`config.mk`:
```
export PLATFORM = sky130hd
export DESIGN_NAME = reg_to_apb_flat
export DESIGN_NICKNAME = d
export VERILOG_FILES = /design/src/rtl/reg_to_apb_if.sv /design/src/rtl/reg_to_apb.sv /design/src/flat_wrapper.sv
export SDC_FILE = /design/constraint.sdc
export NUM_CORES = 1
export LEC_CHECK = 0
export CAP_MARGIN = 15
export CORE_MARGIN = 10
export CORE_UTILIZATION = 35
export DETAILED_ROUTE_END_ITERATION = 16
export PLACE_DENSITY = 0.77
export SLEW_MARGIN = 20
export SYNTH_ARGS = -nofsm -noshare
export SYNTH_HDL_FRONTEND = slang
export SYNTH_SLANG_ARGS = --single-unit
```
`constraint.sdc`:
```
create_clock -name clk_i -period 1.5 [get_ports clk_i]
set_input_delay 0.15 -clock clk_i [delete_from_list [all_inputs] [get_ports clk_i]]
set_output_delay 0.15 -clock clk_i [all_outputs]
set_load 0.02 [all_outputs]
```
`src/rtl/reg_to_apb_if.sv`:
```
// Reg-bus and APB4 bundles used by the reg_to_apb bridge.
// Signal suffixes are given from the bridge's point of view.
interface reg_bus_if #(
  parameter int unsigned AddrWidth = 32,
  parameter int unsigned DataWidth = 32
);
  localparam int unsigned StrbWidth = DataWidth / 8;

  logic [AddrWidth-1:0] reg_addr_i;
  logic                 reg_write_i;
  logic [DataWidth-1:0] reg_wdata_i;
  logic [StrbWidth-1:0] reg_wstrb_i;
  logic                 reg_valid_i;
  logic [DataWidth-1:0] reg_rdata_o;
  logic                 reg_error_o;
  logic                 reg_ready_o;

  modport master (
    output reg_addr_i, reg_write_i,
    output reg_wdata_i, reg_wstrb_i,
    output reg_valid_i,
    input  reg_rdata_o, reg_error_o,
    input  reg_ready_o
  );

  modport slave (
    input  reg_addr_i, reg_write_i,
    input  reg_wdata_i, reg_wstrb_i,
    input  reg_valid_i,
    output reg_rdata_o, reg_error_o,
    output reg_ready_o
  );
endinterface

interface apb_if #(
  parameter int unsigned AddrWidth = 32,
  parameter int unsigned DataWidth = 32
);
  localparam int unsigned StrbWidth = DataWidth / 8;

  logic [AddrWidth-1:0] paddr_o;
  logic [2:0]           pprot_o;
  logic                 psel_o;
  logic                 penable_o;
  logic                 pwrite_o;
  logic [DataWidth-1:0] pwdata_o;
  logic [StrbWidth-1:0] pstrb_o;
  logic [DataWidth-1:0] prdata_i;
  logic                 pready_i;
  logic                 pslverr_i;

  modport master (
    output paddr_o, pprot_o, psel_o,
    output penable_o, pwrite_o,
    output pwdata_o, pstrb_o,
    input  prdata_i, pready_i, pslverr_i
  );

  modport slave (
    input  paddr_o, pprot_o, psel_o,
    input  penable_o, pwrite_o,
    input  pwdata_o, pstrb_o,
    output prdata_i, pready_i, pslverr_i
  );
endinterface

```
`src/rtl/reg_to_apb.sv`:
```
// Reg-bus device port to APB4 requester bridge, one APB transfer per request.
// Optional ACCESS timeout abort enabled by defining REG_TO_APB_TIMEOUT_EN.
module reg_to_apb #(
  parameter int unsigned AddrWidth     = 32,
  parameter int unsigned DataWidth     = 32,
  parameter logic [2:0]  ApbProt       = 3'b000,
  parameter int unsigned TimeoutCycles = 256
) (
  input logic      clk_i,
  input logic      rst_ni,
  reg_bus_if.slave reg_bus,
  apb_if.master    apb
);
  localparam int unsigned StrbWidth = DataWidth / 8;

  typedef enum logic [1:0] {
    IDLE, SETUP, ACCESS, RESP
  } state_e;

  state_e state_q, state_d;

  logic [AddrWidth-1:0] paddr_q, paddr_d;
  logic                 pwrite_q, pwrite_d;
  logic [DataWidth-1:0] pwdata_q, pwdata_d;
  logic [StrbWidth-1:0] pstrb_q, pstrb_d;
  logic                 psel_q, psel_d;
  logic                 penable_q, penable_d;
  logic [DataWidth-1:0] rdata_q, rdata_d;
  logic                 error_q, error_d;
  logic                 ready_q, ready_d;

`ifdef REG_TO_APB_TIMEOUT_EN
  localparam int unsigned CntWidth =
    $clog2(TimeoutCycles + 1);

  logic [CntWidth-1:0] cnt_q, cnt_d;
  logic                timeout;

  assign timeout =
    cnt_q == CntWidth'(TimeoutCycles - 1);
`endif

  always_comb begin
    state_d   = state_q;
    paddr_d   = paddr_q;
    pwrite_d  = pwrite_q;
    pwdata_d  = pwdata_q;
    pstrb_d   = pstrb_q;
    psel_d    = psel_q;
    penable_d = penable_q;
    rdata_d   = '0;
    error_d   = 1'b0;
    ready_d   = 1'b0;
`ifdef REG_TO_APB_TIMEOUT_EN
    cnt_d     = cnt_q;
`endif
    unique case (state_q)
      IDLE: begin
        if (reg_bus.reg_valid_i) begin
          paddr_d   = reg_bus.reg_addr_i;
          pwrite_d  = reg_bus.reg_write_i;
          pwdata_d  = reg_bus.reg_wdata_i;
          pstrb_d   = reg_bus.reg_write_i ?
                      reg_bus.reg_wstrb_i : '0;
          psel_d    = 1'b1;
          penable_d = 1'b0;
          state_d   = SETUP;
        end
      end
      SETUP: begin
        penable_d = 1'b1;
        state_d   = ACCESS;
`ifdef REG_TO_APB_TIMEOUT_EN
        cnt_d     = '0;
`endif
      end
      ACCESS: begin
        if (apb.pready_i) begin
          psel_d    = 1'b0;
          penable_d = 1'b0;
          ready_d   = 1'b1;
          rdata_d   = pwrite_q ? '0 : apb.prdata_i;
          error_d   = apb.pslverr_i;
          state_d   = RESP;
`ifdef REG_TO_APB_TIMEOUT_EN
        end else if (timeout) begin
          // Abort: the completer never answered in time
          psel_d    = 1'b0;
          penable_d = 1'b0;
          ready_d   = 1'b1;
          error_d   = 1'b1;
          state_d   = RESP;
        end else begin
          cnt_d     = cnt_q + CntWidth'(1);
`endif
        end
      end
      RESP: begin
        state_d = IDLE;
      end
      default: begin
        state_d = IDLE;
      end
    endcase
  end

  always_ff @(posedge clk_i or negedge rst_ni) begin
    if (!rst_ni) begin
      state_q   <= IDLE;
      paddr_q   <= '0;
      pwrite_q  <= 1'b0;
      pwdata_q  <= '0;
      pstrb_q   <= '0;
      psel_q    <= 1'b0;
      penable_q <= 1'b0;
      rdata_q   <= '0;
      error_q   <= 1'b0;
      ready_q   <= 1'b0;
    end else begin
      state_q   <= state_d;
      paddr_q   <= paddr_d;
      pwrite_q  <= pwrite_d;
      pwdata_q  <= pwdata_d;
      pstrb_q   <= pstrb_d;
      psel_q    <= psel_d;
      penable_q <= penable_d;
      rdata_q   <= rdata_d;
      error_q   <= error_d;
      ready_q   <= ready_d;
    end
  end

`ifdef REG_TO_APB_TIMEOUT_EN
  always_ff @(posedge clk_i or negedge rst_ni) begin
    if (!rst_ni) begin
      cnt_q <= '0;
    end else begin
      cnt_q <= cnt_d;
    end
  end
`endif

  assign apb.paddr_o     = paddr_q;
  assign apb.pprot_o     = ApbProt;
  assign apb.psel_o      = psel_q;
  assign apb.penable_o   = penable_q;
  assign apb.pwrite_o    = pwrite_q;
  assign apb.pwdata_o    = pwdata_q;
  assign apb.pstrb_o     = pstrb_q;
  assign reg_bus.reg_rdata_o = rdata_q;
  assign reg_bus.reg_error_o = error_q;
  assign reg_bus.reg_ready_o = ready_q;
endmodule

```
`src/flat_wrapper.sv`:
```
// flat-port wrapper written by rule: the top's interface ports become plain ports
module reg_to_apb_flat 
#(
  parameter int unsigned AddrWidth     = 32,
  parameter int unsigned DataWidth     = 32,
  parameter logic [2:0]  ApbProt       = 3'b000,
  parameter int unsigned TimeoutCycles = 256
)
  (clk_i, rst_ni, reg_bus_reg_addr_i, reg_bus_reg_write_i, reg_bus_reg_wdata_i, reg_bus_reg_wstrb_i, reg_bus_reg_valid_i, reg_bus_reg_rdata_o, reg_bus_reg_error_o, reg_bus_reg_ready_o, apb_paddr_o, apb_pprot_o, apb_psel_o, apb_penable_o, apb_pwrite_o, apb_pwdata_o, apb_pstrb_o, apb_prdata_i, apb_pready_i, apb_pslverr_i);
  reg_bus_if #(.AddrWidth(AddrWidth), .DataWidth(DataWidth)) reg_bus_i ();
  apb_if #(.AddrWidth(AddrWidth), .DataWidth(DataWidth)) apb_i ();
  input logic clk_i;
  input logic rst_ni;
  input wire logic [$bits(reg_bus_i.reg_addr_i)-1:0] reg_bus_reg_addr_i;
  input wire logic [$bits(reg_bus_i.reg_write_i)-1:0] reg_bus_reg_write_i;
  input wire logic [$bits(reg_bus_i.reg_wdata_i)-1:0] reg_bus_reg_wdata_i;
  input wire logic [$bits(reg_bus_i.reg_wstrb_i)-1:0] reg_bus_reg_wstrb_i;
  input wire logic [$bits(reg_bus_i.reg_valid_i)-1:0] reg_bus_reg_valid_i;
  output wire logic [$bits(reg_bus_i.reg_rdata_o)-1:0] reg_bus_reg_rdata_o;
  output wire logic [$bits(reg_bus_i.reg_error_o)-1:0] reg_bus_reg_error_o;
  output wire logic [$bits(reg_bus_i.reg_ready_o)-1:0] reg_bus_reg_ready_o;
  output wire logic [$bits(apb_i.paddr_o)-1:0] apb_paddr_o;
  output wire logic [$bits(apb_i.pprot_o)-1:0] apb_pprot_o;
  output wire logic [$bits(apb_i.psel_o)-1:0] apb_psel_o;
  output wire logic [$bits(apb_i.penable_o)-1:0] apb_penable_o;
  output wire logic [$bits(apb_i.pwrite_o)-1:0] apb_pwrite_o;
  output wire logic [$bits(apb_i.pwdata_o)-1:0] apb_pwdata_o;
  output wire logic [$bits(apb_i.pstrb_o)-1:0] apb_pstrb_o;
  input wire logic [$bits(apb_i.prdata_i)-1:0] apb_prdata_i;
  input wire logic [$bits(apb_i.pready_i)-1:0] apb_pready_i;
  input wire logic [$bits(apb_i.pslverr_i)-1:0] apb_pslverr_i;
  assign reg_bus_i.reg_addr_i = reg_bus_reg_addr_i;
  assign reg_bus_i.reg_write_i = reg_bus_reg_write_i;
  assign reg_bus_i.reg_wdata_i = reg_bus_reg_wdata_i;
  assign reg_bus_i.reg_wstrb_i = reg_bus_reg_wstrb_i;
  assign reg_bus_i.reg_valid_i = reg_bus_reg_valid_i;
  assign reg_bus_reg_rdata_o = reg_bus_i.reg_rdata_o;
  assign reg_bus_reg_error_o = reg_bus_i.reg_error_o;
  assign reg_bus_reg_ready_o = reg_bus_i.reg_ready_o;
  assign apb_paddr_o = apb_i.paddr_o;
  assign apb_pprot_o = apb_i.pprot_o;
  assign apb_psel_o = apb_i.psel_o;
  assign apb_penable_o = apb_i.penable_o;
  assign apb_pwrite_o = apb_i.pwrite_o;
  assign apb_pwdata_o = apb_i.pwdata_o;
  assign apb_pstrb_o = apb_i.pstrb_o;
  assign apb_i.prdata_i = apb_prdata_i;
  assign apb_i.pready_i = apb_pready_i;
  assign apb_i.pslverr_i = apb_pslverr_i;
  reg_to_apb #(.AddrWidth(AddrWidth), .DataWidth(DataWidth), .ApbProt(ApbProt), .TimeoutCycles(TimeoutCycles)) u_core (.clk_i(clk_i), .rst_ni(rst_ni), .reg_bus(reg_bus_i), .apb(apb_i));
endmodule
```
* After elaboration in Yosys (flattened, before gate mapping)
Cells that the tools add are included.
** Word-level totals
- Bits in writable memories :: 0
- Logic and storage cells :: 38
- Input port bits :: 106
- Output and inout bits :: 108
- ROM bits :: 0
- Memories kept :: 0
- Bits in latches :: 0
- Flip-flop bits (word level) :: 107
** Cells by class
- Order comparisons :: 0
- Muxes and demuxes :: 16
- Add/sub/neg operators :: 0
- Multipliers :: 0
- Bitwise logic cells :: 0
- Shift operators :: 0
- Equality and inequality tests :: 5
- Reduce and logical (&&, ||, !) cells :: 7
- Divide/modulo/power cells :: 0
** Operator list (count)
- $mux W32 :: 3
- $pmux W2 S4 :: 1
- $mux W1 :: 7
- $reduce_and A3 Y1 :: 2
- $eq A2 B2 Y1 const B :: 2
- $mux W2 :: 2
- $mux W4 :: 1
- $ne A2 B2 Y1 const B :: 2
- $reduce_and A2 Y1 :: 2
- $pmux W1 S3 :: 1
- $reduce_bool A3 Y1 :: 1
- $eq A2 B1 Y1 const B :: 1
- $logic_not A2 Y1 :: 1
- $pmux W1 S2 :: 1
- $reduce_bool A2 Y1 :: 1

* Logic depth before layout (Yosys ltp)
- Depth in word-level cells :: 3
- Depth in mapped cells :: 6
- Depth with buffers taken out :: 5

* Least setup slack after synthesis
No wires, ideal clock.
- Kind :: reg-to-reg
- Start :: register u_core.state_q[0]
- End :: register u_core.psel_q (netlist: u_core.apb.psel_o)
- Setup slack :: -0.018 ns
- Clock period less this slack :: 1.518 ns
- Buffers on the path :: 0
- Data required time :: 1.375 ns
- Cell stages (with the launch flop) :: 6
- Arrival time :: 1.393 ns
- Cells stage by stage :: dfrtp_1 > inv_1 > ha_1 > nor2_1 > a221o_1 > mux2_4
** On the way
- Cells in the longest elaborated chain, start to end :: 3
** RTL lines
- start: declaration :: line reg_to_apb.sv:20 : state_e state_q, state_d;
- start signal: assignment :: line reg_to_apb.sv:120 : state_q <= state_d;
- $eq A2 B2 Y1 or $logic_not A2 Y1 (tied branches) :: line reg_to_apb.sv:57 : unique case (state_q)
- $ne A2 B2 Y1 (no line) or $reduce_bool A2 Y1 (tied branches)
- $reduce_and A3 Y1 (no line)
- end signal: assignment :: line reg_to_apb.sv:125 : psel_q <= psel_d;
- end: declaration :: line reg_to_apb.sv:26 : logic psel_q, psel_d;
Several ways; a longest one is shown, not always the timed one.
A chain may end at the register's enable or synchronous reset.

* Final worst setup path
- Start :: register u_core.state_q[0]
- End :: register u_core.penable_q (netlist: u_core.apb.penable_o)
** On the way
- Cells in the longest elaborated chain, start to end :: 3
** RTL lines
- $eq A2 B2 Y1, or another cell as far along :: line reg_to_apb.sv:57
- $ne A2 B2 Y1 (no line) or $reduce_bool A3 Y1 (tied branches)
- $reduce_and A3 Y1 (no line)
- end signal: assignment :: line reg_to_apb.sv:126 : penable_q <= penable_d;
- end: declaration :: line reg_to_apb.sv:27 : logic penable_q, penable_d;
Several ways; a longest one is shown, not always the timed one.

==> run metrics <==
status=complete, no violations; clk_skew=~0.011 ns; crit path buf inv count=1; CTS clk-pin slew, worst paths=about 0.07 ns; total number of vias=2,815; antenna violations before repair=0; largest family of logic cells by synthesized area=multiplexers; DR DRC count=0; WS Path Type=reg2reg; Worst Path Required=1.72 ns; HP Class=in2async; layout cells sized above 1=0.208; Cells after Synth=~260; IO Pins=between 200 and 250; number of H-tree levels=3; Mapped Area=0.00397 mm2; DP Area=approximately 0.0063 mm2; Final WS setup=approximately 0.027 ns; critical path's largest stage delay=~0.41 ns; DR WL/cell=roughly 18 um; Die Ht=approximately 130 um; total power per unit cell area=slightly below 2000 mW/mm2; asr flop ratio synth=1.00; post-synthesis mux area share=0.196; drt first pass iters=3; dpl ws=-0.104 ns; die width=approximately 130 um; critical path's top delay family=flip-flops; clock buffer depth=2; Max Fclk=roughly 680 MHz; Initial Util=0.361; Clock Sinks=roughly 110; CTS tree=done; most frequent cells in the layout=184 x clkdlybuf4s50_1, 107 x dfrtp_1, 61 x mux2_2; Startpoint Class=flop; Compound-Gate Fraction of Synth Area=0.0120; CP endpoint kind=flop; DRT antenna net count=0; DRT Wirelength=between 10,000 and 15,000 um; FP Rows=38; final-report max-slew violation count=0; sequential share of the synthesized area=0.675; Post-Synth Simple-Gate Area=0.0672; core footprint=about 0.011 mm2; Synth Register Bits=107; leading register cell type out of synthesis=dfrtp_1; min Tclk post-route=about 1.5 ns; XOR/XNOR Fraction of Synth Area=0; Die ar.=between 0.015 and 0.02 mm2; cell area after layout=0.00678 mm2; synth unique cells=21; gpl congestion=roughly 0.76; synth warn=0; DR vias/cell=about 4.5; synth-to-layout area growth=70.9%; EDFF count, synth=0; Final Util=0.617; CP Max Fanout=5; Slowest-stage cell, CP=dfrtp_1; largest net degree at the start of global routing=a little under 50; GR Overflow Total=0; fin crit share=0.982; Reg2Reg Setup Slack=about 0.027 ns; Worst Path Arrival=around 1.7 ns; Syn Area/Cell=~16 um2; GRT Overall Usage=0.136; worst hold slack=about 0.22 ns; Nets=594; Hold Fails Final Rpt=0; Filler cells=~900; RSZ-0062 raised after global routing=true; first-pass GRT wire length=~17,000 um; TritonCTS buffer count=9; Final Setup Violations=0; worst-path cell chain=inv_4, ha_2, a221oi_2, mux2_4; clock tree root driver cell=clkbuf_16; HPWL Detailed=8890 um; most common cell after layout, fill and taps aside=clkdlybuf4s50_1; # Max-Cap Violations=0; Initial DRC Count=201; antenna cells=0; Adder-Cell Fraction of Synth Area=0.0189; Clock Latency Late Sink=approximately 0.33 ns; vias in the first global route=3,060; Port Buffer Count=210; Peak VDD IR=approximately 0.96 mV; leakage power=around 3.2 nW
-- repair_timing --
action | 4_1_cts | 5_1_grt
gates cloned | 0 | 2
setup buffers | 0 | 2
endpoints found under the hold margin | 107 | 0
resized for setup | 4 | 33
pin swaps | 0 | 3
endpoints found under the setup margin | 38 | 80
hold buffers | 1 | 0
-- where the power goes --
group	switching, mW	internal, mW	leakage [nW]
Combinational	2.92	3.40	1.70
Clock	0.992	1.29	0.128
Sequential	0.532	4.00	1.34
-- cell type report --
type	count	area, um2	area share
Sequential cell	107	2680	0.395
Timing Repair Buffer	227	2390	0.353
Multi-Input combinational cell	132	1230	0.181
Clock buffer	11	233	0.0343
Tap cell	140	175	0.0258
Clock inverter	4	52.6	0.00775
Inverter	5	21.3	0.00314
-- through the flow --
stage | std cells | power [mW] | TNS, ns
CTS | 622 | 13.2 | -0.0265
global placement | 606 | 10.6 | -0.00118
finish | 626 | 13.1 | 0
floorplan | 257 | 7.60 | 0
global route | 626 | 13.9 | -0.293
detailed placement | 606 | 10.8 | -0.295
-- sequential cells by signal, indices dropped and copies added (netlist names) --
| name | cells |
|---|---|
| u_core.apb.pwdata_o | 32 |
| u_core.reg_bus.reg_ready_o | 1 |
| u_core.state_q | 2 |
| u_core.apb.pstrb_o | 4 |
| u_core.apb.paddr_o | 32 |
| u_core.apb.penable_o | 1 |
| u_core.apb.psel_o | 1 |
| u_core.reg_bus.reg_error_o | 1 |
| u_core.apb.pwrite_o | 1 |
| u_core.reg_bus.reg_rdata_o | 32 |
-- synthesized netlist by cell type (3+ instances only) --
master	number	area share
inv_1	5	0.0047
mux2_1	5	0.014
buf_4	5	0.0095
ha_1	6	0.019
and2_1	32	0.050
mux2_2	62	0.18
nand2_1	9	0.0085
dfrtp_1	107	0.67
buf_6	4	0.011
clkbuf_1	3	0.0028
o21ai_0	4	0.0050
nor2_1	4	0.0038
-- worst paths after layout --
check	from	endpoint	cells past startpoint
max in group asynchronous	rst_ni	u_core.apb.paddr_o[25]	3
worst max-delay path	u_core.state_q[0]	u_core.apb.penable_o	4
worst min register to register	u_core.apb.pstrb_o[3]	u_core.apb.pstrb_o[3]	2
worst min-delay path	rst_ni	u_core.reg_bus.reg_rdata_o[3]	2
worst max register to register	u_core.state_q[0]	u_core.apb.penable_o	4
min in group clk_i	apb_prdata_i[1]	u_core.reg_bus.reg_rdata_o[1]	2
-- kinds of logic after synthesis --
family	Yosys count
fa+ha+maj	6
compound gates	7
other cells	1
flops	107
buf+inv	18
simple gates	47
mux	69
-- worst reg2reg max path, cell delays in order, from the launching register on --
cell and delay, ns:
dfrtp_1 0.41, inv_4 0.08, ha_2 0.22, a221oi_2 0.33
mux2_4 0.33
-- routing by layer --
layer | vias up | share of wire | track usage
met3 | 7 | 0.097 | 0.0700
met2 | 119 | 0.53 | 0.233
li1 | 1298 | - | -
met1 | 1391 | 0.37 | 0.144
met5 | - | 0 | 0
met4 | 0 | 0.0090 | 0.0388
Note: power is estimated with default switching activity, not from simulation.
